File: src/rtl/pim_pkg.sv
// Shared types and constants for the PIM command sequencer: opcodes, command payload, NOP, FSM states.
package pim_pkg;

  localparam int unsigned PIM_DATA_W = 32;
  localparam int unsigned PIM_ADDR_W = 10;
  localparam int unsigned PIM_OP_W   = 3;

  localparam logic [PIM_OP_W-1:0] PIM_OP_WRITE = 3'b100;
  localparam logic [PIM_OP_W-1:0] PIM_OP_READ  = 3'b111;

  typedef struct packed {
    logic [PIM_OP_W-1:0]   opcode;
    logic [PIM_ADDR_W-1:0] addr_a;
    logic [PIM_ADDR_W-1:0] addr_b;
    logic [PIM_ADDR_W-1:0] addr_result;
    logic [PIM_DATA_W-1:0] write_data;
  } pim_cmd_t;

  // Idle filler: a read of address 0 never touches SRAM contents and its result is ignored.
  localparam pim_cmd_t PIM_NOP_CMD = '{opcode: PIM_OP_READ, addr_a: '0, addr_b: '0,
                                       addr_result: '0, write_data: '0};

  typedef enum logic [1:0] {
    ST_IDLE  = 2'd0,
    ST_ISSUE = 2'd1,
    ST_STALL = 2'd2
  } seq_state_e;

  function automatic logic is_read(input pim_cmd_t cmd);
    return cmd.opcode == PIM_OP_READ;
  endfunction

endpackage

File: src/rtl/pim_cmd_fifo.sv
// Synchronous command FIFO; pointers carry one extra wrap bit to separate full from empty.
module pim_cmd_fifo
  import pim_pkg::*;
#(
  parameter int unsigned DEPTH = 4
) (
  input  logic     clk,
  input  logic     rst,
  input  logic     push_i,
  input  logic     pop_i,
  input  pim_cmd_t wdata_i,
  output pim_cmd_t rdata_o,
  output logic     full_o,
  output logic     empty_o
);

  localparam int unsigned IDX_W = $clog2(DEPTH);
  localparam int unsigned PTR_W = IDX_W + 1;

  pim_cmd_t         mem_q [DEPTH];
  logic [PTR_W-1:0] wr_ptr_q, wr_ptr_d;
  logic [PTR_W-1:0] rd_ptr_q, rd_ptr_d;
  logic             do_push;
  logic             do_pop;

  assign empty_o = (wr_ptr_q == rd_ptr_q);
  assign full_o  = (wr_ptr_q[IDX_W-1:0] == rd_ptr_q[IDX_W-1:0]) &&
                   (wr_ptr_q[IDX_W] != rd_ptr_q[IDX_W]);
  assign do_push = push_i && !full_o;
  assign do_pop  = pop_i && !empty_o;
  assign rdata_o = mem_q[rd_ptr_q[IDX_W-1:0]];

  always_comb begin
    wr_ptr_d = wr_ptr_q;
    rd_ptr_d = rd_ptr_q;
    if (do_push) wr_ptr_d = wr_ptr_q + PTR_W'(1);
    if (do_pop)  rd_ptr_d = rd_ptr_q + PTR_W'(1);
  end

  always_ff @(posedge clk or posedge rst) begin
    if (rst) begin
      wr_ptr_q <= '0;
      rd_ptr_q <= '0;
    end else begin
      wr_ptr_q <= wr_ptr_d;
      rd_ptr_q <= rd_ptr_d;
    end
  end

  // Storage needs no reset: emptiness is defined by the pointers alone.
  always_ff @(posedge clk) begin
    if (do_push) mem_q[wr_ptr_q[IDX_W-1:0]] <= wdata_i;
  end

endmodule

File: src/rtl/pim_cmd_sequencer.sv
// Host command front end for the PIM datapath: FIFO-buffered in-order issue plus read response capture.
// Optional PIM_SEQ_PERF_EN adds issued-command and stall-cycle counters.
module pim_cmd_sequencer
  import pim_pkg::*;
#(
  parameter int unsigned DATA_WIDTH = 32,
  parameter int unsigned ADDR_WIDTH = 10,
  parameter int unsigned FIFO_DEPTH = 4
) (
  input  logic                  clk,
  input  logic                  rst,
  input  logic                  cmd_valid,
  output logic                  cmd_ready,
  input  logic [2:0]            cmd_opcode,
  input  logic [ADDR_WIDTH-1:0] cmd_addr_a,
  input  logic [ADDR_WIDTH-1:0] cmd_addr_b,
  input  logic [ADDR_WIDTH-1:0] cmd_addr_result,
  input  logic [DATA_WIDTH-1:0] cmd_write_data,
  output logic                  rsp_valid,
  input  logic                  rsp_ready,
  output logic [DATA_WIDTH-1:0] rsp_data,
  output logic                  busy,
  output logic [ADDR_WIDTH-1:0] pim_addr_a,
  output logic [ADDR_WIDTH-1:0] pim_addr_b,
  output logic [ADDR_WIDTH-1:0] pim_addr_result,
  output logic [2:0]            pim_opcode,
  output logic [DATA_WIDTH-1:0] pim_write_data,
  input  logic [DATA_WIDTH-1:0] pim_result
`ifdef PIM_SEQ_PERF_EN
  ,
  output logic [31:0]           perf_cmd_count,
  output logic [31:0]           perf_stall_count
`endif
);

  pim_cmd_t              cmd_in, fifo_head;
  pim_cmd_t              issue_q, issue_d;
  logic                  issue_vld_q, issue_vld_d;
  logic                  rsp_valid_q, rsp_valid_d;
  logic [DATA_WIDTH-1:0] rsp_data_q, rsp_data_d;
  seq_state_e            state_q, state_d;
  logic                  fifo_full, fifo_empty;
  logic                  push, pop, head_read, issue_read, rsp_free;

  assign cmd_in = '{opcode:      cmd_opcode,
                    addr_a:      PIM_ADDR_W'(cmd_addr_a),
                    addr_b:      PIM_ADDR_W'(cmd_addr_b),
                    addr_result: PIM_ADDR_W'(cmd_addr_result),
                    write_data:  PIM_DATA_W'(cmd_write_data)};

  assign cmd_ready = !fifo_full;
  assign push      = cmd_valid && !fifo_full;

  pim_cmd_fifo #(.DEPTH(FIFO_DEPTH)) u_fifo (
    .clk     (clk),
    .rst     (rst),
    .push_i  (push),
    .pop_i   (pop),
    .wdata_i (cmd_in),
    .rdata_o (fifo_head),
    .full_o  (fifo_full),
    .empty_o (fifo_empty)
  );

  // A read waits until no read is in flight and the response slot can take its result.
  assign head_read  = !fifo_empty && is_read(fifo_head);
  assign issue_read = issue_vld_q && is_read(issue_q);
  assign rsp_free   = !rsp_valid_q || rsp_ready;
  assign pop        = !fifo_empty && (!head_read || (!issue_read && rsp_free));

  always_comb begin
    state_d     = state_q;
    issue_d     = PIM_NOP_CMD;
    issue_vld_d = 1'b0;
    rsp_valid_d = rsp_valid_q;
    rsp_data_d  = rsp_data_q;
    if (pop) begin
      issue_d     = fifo_head;
      issue_vld_d = 1'b1;
    end
    if (issue_read) begin
      rsp_valid_d = 1'b1;
      rsp_data_d  = pim_result;
    end else if (rsp_valid_q && rsp_ready) begin
      rsp_valid_d = 1'b0;
    end
    unique case (state_q)
      ST_IDLE:  if (!fifo_empty) state_d = ST_ISSUE;
      ST_ISSUE: begin
        if (head_read && !pop)       state_d = ST_STALL;
        else if (fifo_empty && !push) state_d = ST_IDLE;
      end
      ST_STALL: if (pop) state_d = ST_ISSUE;
      default:  state_d = ST_IDLE;
    endcase
  end

  always_ff @(posedge clk or posedge rst) begin
    if (rst) state_q <= ST_IDLE;
    else     state_q <= state_d;
  end

  // Async reset returns the issue stage to NOP at once, so no SRAM write can happen while rst is high.
  always_ff @(posedge clk or posedge rst) begin
    if (rst) begin
      issue_q     <= PIM_NOP_CMD;
      issue_vld_q <= 1'b0;
      rsp_valid_q <= 1'b0;
      rsp_data_q  <= '0;
    end else begin
      issue_q     <= issue_d;
      issue_vld_q <= issue_vld_d;
      rsp_valid_q <= rsp_valid_d;
      rsp_data_q  <= rsp_data_d;
    end
  end

  assign pim_opcode      = issue_q.opcode;
  assign pim_addr_a      = ADDR_WIDTH'(issue_q.addr_a);
  assign pim_addr_b      = ADDR_WIDTH'(issue_q.addr_b);
  assign pim_addr_result = ADDR_WIDTH'(issue_q.addr_result);
  assign pim_write_data  = DATA_WIDTH'(issue_q.write_data);
  assign rsp_valid       = rsp_valid_q;
  assign rsp_data        = rsp_data_q;
  assign busy            = (state_q != ST_IDLE) || issue_vld_q || !fifo_empty;

`ifdef PIM_SEQ_PERF_EN
  logic [31:0] perf_cmd_q, perf_stall_q;

  always_ff @(posedge clk or posedge rst) begin
    if (rst) begin
      perf_cmd_q   <= '0;
      perf_stall_q <= '0;
    end else begin
      if (pop)                  perf_cmd_q   <= perf_cmd_q + 32'd1;
      if (state_q == ST_STALL)  perf_stall_q <= perf_stall_q + 32'd1;
    end
  end

  assign perf_cmd_count   = perf_cmd_q;
  assign perf_stall_count = perf_stall_q;
`endif

endmodule
File: config.mk
export PLATFORM = sky130hd
export DESIGN_NAME = pim_cmd_sequencer
export DESIGN_NICKNAME = d
export VERILOG_FILES = /design/src/rtl/pim_pkg.sv /design/src/rtl/pim_cmd_fifo.sv /design/src/rtl/pim_cmd_sequencer.sv
export SDC_FILE = /design/constraint.sdc
export NUM_CORES = 1
export LEC_CHECK = 0
export ABC_AREA = 1
export BUFFER_PORTS_ARGS = -buffer_cell sky130_fd_sc_hd__buf_4
export CORE_MARGIN = 2
export CORE_UTILIZATION = 30
export DETAILED_ROUTE_END_ITERATION = 8
export PLACE_DENSITY = 0.49
export SLEW_MARGIN = 40
export SYNTH_ARGS = -nofsm -noshare
export SYNTH_HDL_FRONTEND = slang
export SYNTH_HIERARCHICAL = 1
export SYNTH_SLANG_ARGS = --single-unit
File: constraint.sdc
create_clock -name clk -period 4.08 [get_ports clk]
set_input_delay 0.816 -clock clk [delete_from_list [all_inputs] [get_ports clk]]
set_output_delay 0.816 -clock clk [all_outputs]
set_load 0.05 [all_outputs]
* Word-level counts from Yosys, hierarchy flattened *
Memories as Yosys holds them, arrays and structs flattened.
Cells that the tools add are included.

operators by class
  reductions and logical operators = 26
  eq/ne operators = 10
  mux-type cells = 11
  add/subtract/negate cells = 2

operators by type and width
  operator                                                          count
  65-bit 2-to-1 mux                                                 1
  1-bit logical AND                                                 11
  2-bit 2-to-1 mux                                                  4
  1-bit logical NOT                                                 7
  3-bit by 1-bit adder with 3-bit output (second input constant)    2
  3-bit == test (second input constant)                             2
  2-bit one-hot mux with 3 select lines                             1
  1-bit 2-to-1 mux                                                  5
  1-bit logical OR                                                  4
  2-bit inequality test (second input constant)                     2
  2-bit nonzero test                                                2
  3-bit == test                                                     1
  3-bit inequality test (second input constant)                     1
  3-bit AND reduction                                               1
  2-bit by 1-bit == test with 1-bit output (second input constant)  1
  2-bit == test                                                     1
  2-bit == test (second input constant)                             1
  2-bit logical NOT                                                 1
  1-bit inequality test                                             1

storage, ports and cells
  memories kept = 1
  input bits = 101
  logic and storage cells = 61
  flip-flop bits (word level) = 107
  RAM bits = 260

memories
  memory        words  width  rd ports  clocked after Yosys merged registers in  write ports  line                RTL
  u_fifo.mem_q  4      65     1         0                                        1            pim_cmd_fifo.sv:20  pim_cmd_t mem_q [DEPTH];

* Depth between registers and ports, before layout *
  depth after elaboration = 10
  mapped depth = 16

* Modules after synthesis *
The synthesis kept the hierarchy.

modules (own cells, without submodules)
  module             instances  seq. area each (µm²)  area each (µm²)  cells an instance
  pim_cmd_fifo       1          7957.6                10523.8          692
  pim_cmd_sequencer  1          2531.2                3584.7           295

* Worst setup path before layout *
No wires, ideal clock.

  path type = flip-flop to flip-flop
  from = register u_fifo.rd_ptr_q[0]
  to = memory u_fifo/mem_q[0][0] (netlist name), enable pin
  path slack = -0.396 ns
  clock period less this slack = 4.476 ns
  data required time = 3.592 ns
  arrival time = 3.988 ns
  cell stages (with the launch flop) = 10
  path through = dfrtp_1 > buf_6 > inv_4 > nand2_1 > nand2_2 > nand3_4 > inv_2 > nor2_1 > nand2_2 > nor2_1

on the way
  word-level cells in the longest chain between the ends = 7

RTL lines
  element                                 line                     RTL
  start: declaration                      pim_cmd_fifo.sv:22       logic [PTR_W-1:0] rd_ptr_q, rd_ptr_d;
  start signal: assignment                pim_cmd_fifo.sv:46       rd_ptr_q <= rd_ptr_d;
  2-bit == test                           pim_cmd_fifo.sv:27       assign full_o = (wr_ptr_q[IDX_W-1:0] == rd_ptr_q[IDX_W-1:0]) &&
  1-bit logical AND                       pim_cmd_fifo.sv:27
  via fifo_full                           pim_cmd_sequencer.sv:42  logic fifo_full, fifo_empty;
  1-bit logical NOT                       pim_cmd_sequencer.sv:52  assign push = cmd_valid && !fifo_full;
  1-bit logical AND                       pim_cmd_sequencer.sv:52
  via push                                pim_cmd_sequencer.sv:43  logic push, pop, head_read, issue_read, rsp_free;
  1-bit logical AND                       pim_cmd_fifo.sv:29       assign do_push = push_i && !full_o;
  1-bit 2-to-1 mux                        pim_cmd_fifo.sv:52       if (do_push) mem_q[wr_ptr_q[IDX_W-1:0]] <= wdata_i;
  1-bit 2-to-1 mux (not written as such)  pim_cmd_fifo.sv:52
  end: declaration                        pim_cmd_fifo.sv:20

The timed path passes the listed nets, and every way through them passes these cells.

* Worst setup path after layout *
  from = register u_fifo.rd_ptr_q[0]
  to = output port busy

on the way
  word-level cells in the longest chain between the ends = 3

RTL lines
  element            line                      RTL
  3-bit == test      pim_cmd_fifo.sv:26        assign empty_o = (wr_ptr_q == rd_ptr_q);
  via fifo_empty     pim_cmd_sequencer.sv:42
  1-bit logical NOT  pim_cmd_sequencer.sv:125  assign busy = (state_q != ST_IDLE) || issue_vld_q || !fifo_empty;
  1-bit logical OR   pim_cmd_sequencer.sv:125
  end: declaration   pim_cmd_sequencer.sv:22   output logic busy,

The timed path passes the listed nets, and every way through them passes these cells.

==> reports/qor.csv <==
stage,metric,value,unit
run_status,status,finished clean,
setup_path,critPathCaptureType,primary output,
setup_path,rrSetupSlack,1.27,ns
timing,max_freq,0.337,GHz
logic_synthesis,synth.avg_cell_area,14.3,sq um
clocking,clkSlewWorstSetupHoldPaths,0.06,ns
clocking,numCtsBuffers,40,
setup_path,reg2reg_from,u_fifo/rd_ptr_q[0]$_DFFE_PP0P_,
setup_path,cp.required,3.26,ns
timing,setup_viol,0,
setup_path,regToRegEndpoint,u_fifo/mem_q[2][26]$_DFFE_PP_,
power_and_ir_drop,vdd_drop_max,0.471,mV
detailed_routing,wl_met3,1570,um
setup_path,path_common_cell,nand2_1,
power_and_ir_drop,pwr_density_cell,896,nW/um^2
timing,rsz0062_at_grt,false,
global_route,antenna_found_initial,1,
logic_synthesis,ys_seq_area_share,74.3,%
setup_path,arrival,2.15,ns
clocking,h-tree-depth,2,
logic_synthesis,post_synth_fa_ha_maj_area_fraction,0.443,%
cells_and_area,multi_input_area,2950,sq um
global_route,grt_max_degree,107,
detailed_routing,via_per_inst,4.43,
detailed_routing,route.antenna.remaining_nets,0,
setup_path,worstSetupPathType,flip-flop to primary output,
timing,slew_violations,0,
detailed_routing,vias,8121,
timing,fin_ws,1.11,ns
floorplanning,core_area,46500,sq um
logic_synthesis,synth_cells,987,
logic_synthesis,synth_compound_area_share,9.16,%
floorplanning,die_h,221,um
cells_and_area,diodes,0,
cells_and_area,area_growth,24.4,%
detailed_routing,drcViolationCount,0,
logic_synthesis,synth_cell_types,34,
clocking,cts_resized,0,
timing,timing.hold.ws,0.234,ns
clocking,hold_buffers,0,
logic_synthesis,syn_area,14100,sq um
logic_synthesis,ys_warn_count,6,
detailed_routing,wl_per_cell,17.8,um
job,cap_violations,0,
logic_synthesis,synth_xor_area_share,0.0621,%
min_path,hp-class,primary input to async pin,
logic_synthesis,synth_top_area_share,55.3,%
cells_and_area,regArea,10500,sq um
clocking,tritoncts,done,
cells_and_area,layout-drive-gt1-share,32.2,%
detailed_routing,drt_pass1_iterations,5,
logic_synthesis,synth.area.mux_share,2.55,%
floorplanning,floorplan.die_area,48800,sq um
clocking,clock-sinks,367,
timing,clock_skew,0.0164,ns
detailed_routing,top_layer,met5,
setup_path,cp_max_fo,35,
placement,dpl.hpwl,19900,um
cells_and_area,mostFrequentLayoutCells,"edfxtp_1 (260), buf_4 (215), nor2_1 (164)",
clocking,clock_latency,0.55,ns
cells_and_area,final_common_cell,edfxtp_1,
floorplanning,start_util,30.4,%
placement,place_ws,1.22,ns
detailed_routing,drt_iter0_drc,594,
power_and_ir_drop,p_leak,0.00682,uW
setup_path,slowest_stage,dfrtp_4,
logic_synthesis,synth_top_family_by_area,compound AO/OA/AOI/OAI gates,
global_route,grtUsageTotal,13.5,%
floorplanning,ios,201,
timing,min_period,2.97,ns
logic_synthesis,syn-num-nets,1093,
detailed_routing,wl_met1,15300,um
setup_path,worst_setup_path_start_kind,flip-flop,
placement,portBuffers,200,
setup_path,ff2ff_path_depth,9,
detailed_routing,met2WireLength,15000,um
timing,worst_pin_slew,0.820,ns
setup_path,max_stage_delay,0.61,ns
global_route,grt_pass1_vias,8351,
setup_path,crit_path_start,u_fifo/rd_ptr_q[0]$_DFFE_PP0P_,
clocking,cts_setup_buffers,0,
clocking,root_buffer,clkbuf_16,
setup_path,crit_chain,inv_6 > nand2_1 > nand2_2 > nand3_2 > inv_2 > nand2_1 > buf_4,
logic_synthesis,synth_top_area_cell,edfxtp_1,
global_route,grt_overflow,0,
cells_and_area,fin_nets,1302,
logic_synthesis,synth_simple_gate_area_share,8.51,%
timing,hold_viol_final,0,
clocking,clock_path_buffers,3,
logic_synthesis,ys_ff_latch,367,
floorplanning,rows,79,
detailed_routing,routed_wl,32700,um
logic_synthesis,yosys-top-cells-area,"edfxtp_1 (55%), dfrtp_1 (18%), nor2_1 (4.4%)",
timing,period_share,72.8,%
cells_and_area,fill_cells,4401,
global_route,grt_first_pass_wirelength,51000,um
floorplanning,die-width,221,um
placement,gp_congestion,0.705,
timing,slew_headroom,45.3,%
## how the worst max path moves through the flow
stage | to | slack (ns) | cells after the start
after floorplan | u_fifo/mem_q[0][0]$_DFFE_PP_ | -0.40 | 9
after global placement | u_fifo/mem_q[2][26]$_DFFE_PP_ | 1.29 | 9
after detailed placement | u_fifo/mem_q[2][24]$_DFFE_PP_ | 1.22 | 9
after CTS | busy | 1.06 | 7
after global routing | busy | 0.94 | 7
final | busy | 1.11 | 7
## per-stage QoR
stage / power [uW] / std cells / utilization, % / setup TNS, ns / instance area, sq um
2_1_floorplan: 10400 / 987 / - / -77.19 / 14100
3_3_place_gp: 12200 / 1761 / 34.9 / 0 / 16200
3_5_place_dp: 12300 / 1761 / 34.9 / 0 / 16200
4_1_cts: 16000 / 1835 / 37.8 / 0 / 17500
5_1_grt: 16700 / 1835 / 37.8 / 0 / 17500
6_report: 15700 / 1835 / 37.8 / 0 / 17500
## final cells by class
class / count / share of cell area, %
clock buffers: 62 / 6.75
multi-input cells: 484 / 16.8
repair buffers: 219 / 9.55
inverters: 84 / 1.90
clock inverters: 12 / 0.834
well taps: 607 / 4.33
flip-flops and latches: 367 / 59.8
## power breakdown
group	internal, uW	switching (uW)	total, uW
clock	2190	1440	3630
combinational	1920	4490	6410
sequential	5230	444	5680
total	9350	6370	15700
## state kept, by name, summed over array words and instances (netlist names)
name and count:
issue_vld_q 1, pim_addr_a 10, pim_addr_b 10, pim_addr_result 10
pim_opcode 3, pim_write_data 32, rsp_data 32, rsp_valid 1
state_q 2, u_fifo/mem_q 260, u_fifo/rd_ptr_q 3, u_fifo/wr_ptr_q 3
## per-layer routing
metal  GRT usage, %  vias to the layer above
met5              0                        -
met4           4.57                        2
met3           2.87                       49
met2           20.9                      201
met1           18.7                     3984
li1               -                     3885
## synth_stat cells
cell type  number
buf_2           9
o22ai_1        35
nand3_1         8
inv_2           3
buf_6          12
o21ai_2         5
xor2_1          1
o2111ai_1       1
edfxtp_1      260
buf_12          4
dfstp_2         3
nand3_2         1
o31ai_1         1
nor2_2          1
ha_1            5
nand3_4         1
nand2_2         3
inv_4           1
buf_4           4
mux2_1          2
nor2_1        167
dfrtp_1       104
o211ai_1        1
clkbuf_1       23
or2_2           1
o21ai_1        20
nor3_1          1
nor2_4         30
mux2_2         30
nand2_1        32
inv_1          80
o21ai_0       106
o22ai_2        30
or2_1           2
## worst max-delay path: cells and delay by family, from the launching register on
| family | cells | cell delay [ns] |
|---|---|---|
| buf+inv | 3 | 0.58 |
| simple gates | 4 | 0.39 |
| flops | 1 | 0.61 |
## logic make-up (layout without fill, tap and decap cells)
kind of cell    count (synthesis)  after routing
compound gates                199            199
xor+xnor                        1              1
fa+ha+maj                       5              5
buf+inv                       136            377
flops                         367            367
mux                            32             32
simple gates                  247            247
Note: power is estimated with default switching activity, not from simulation.
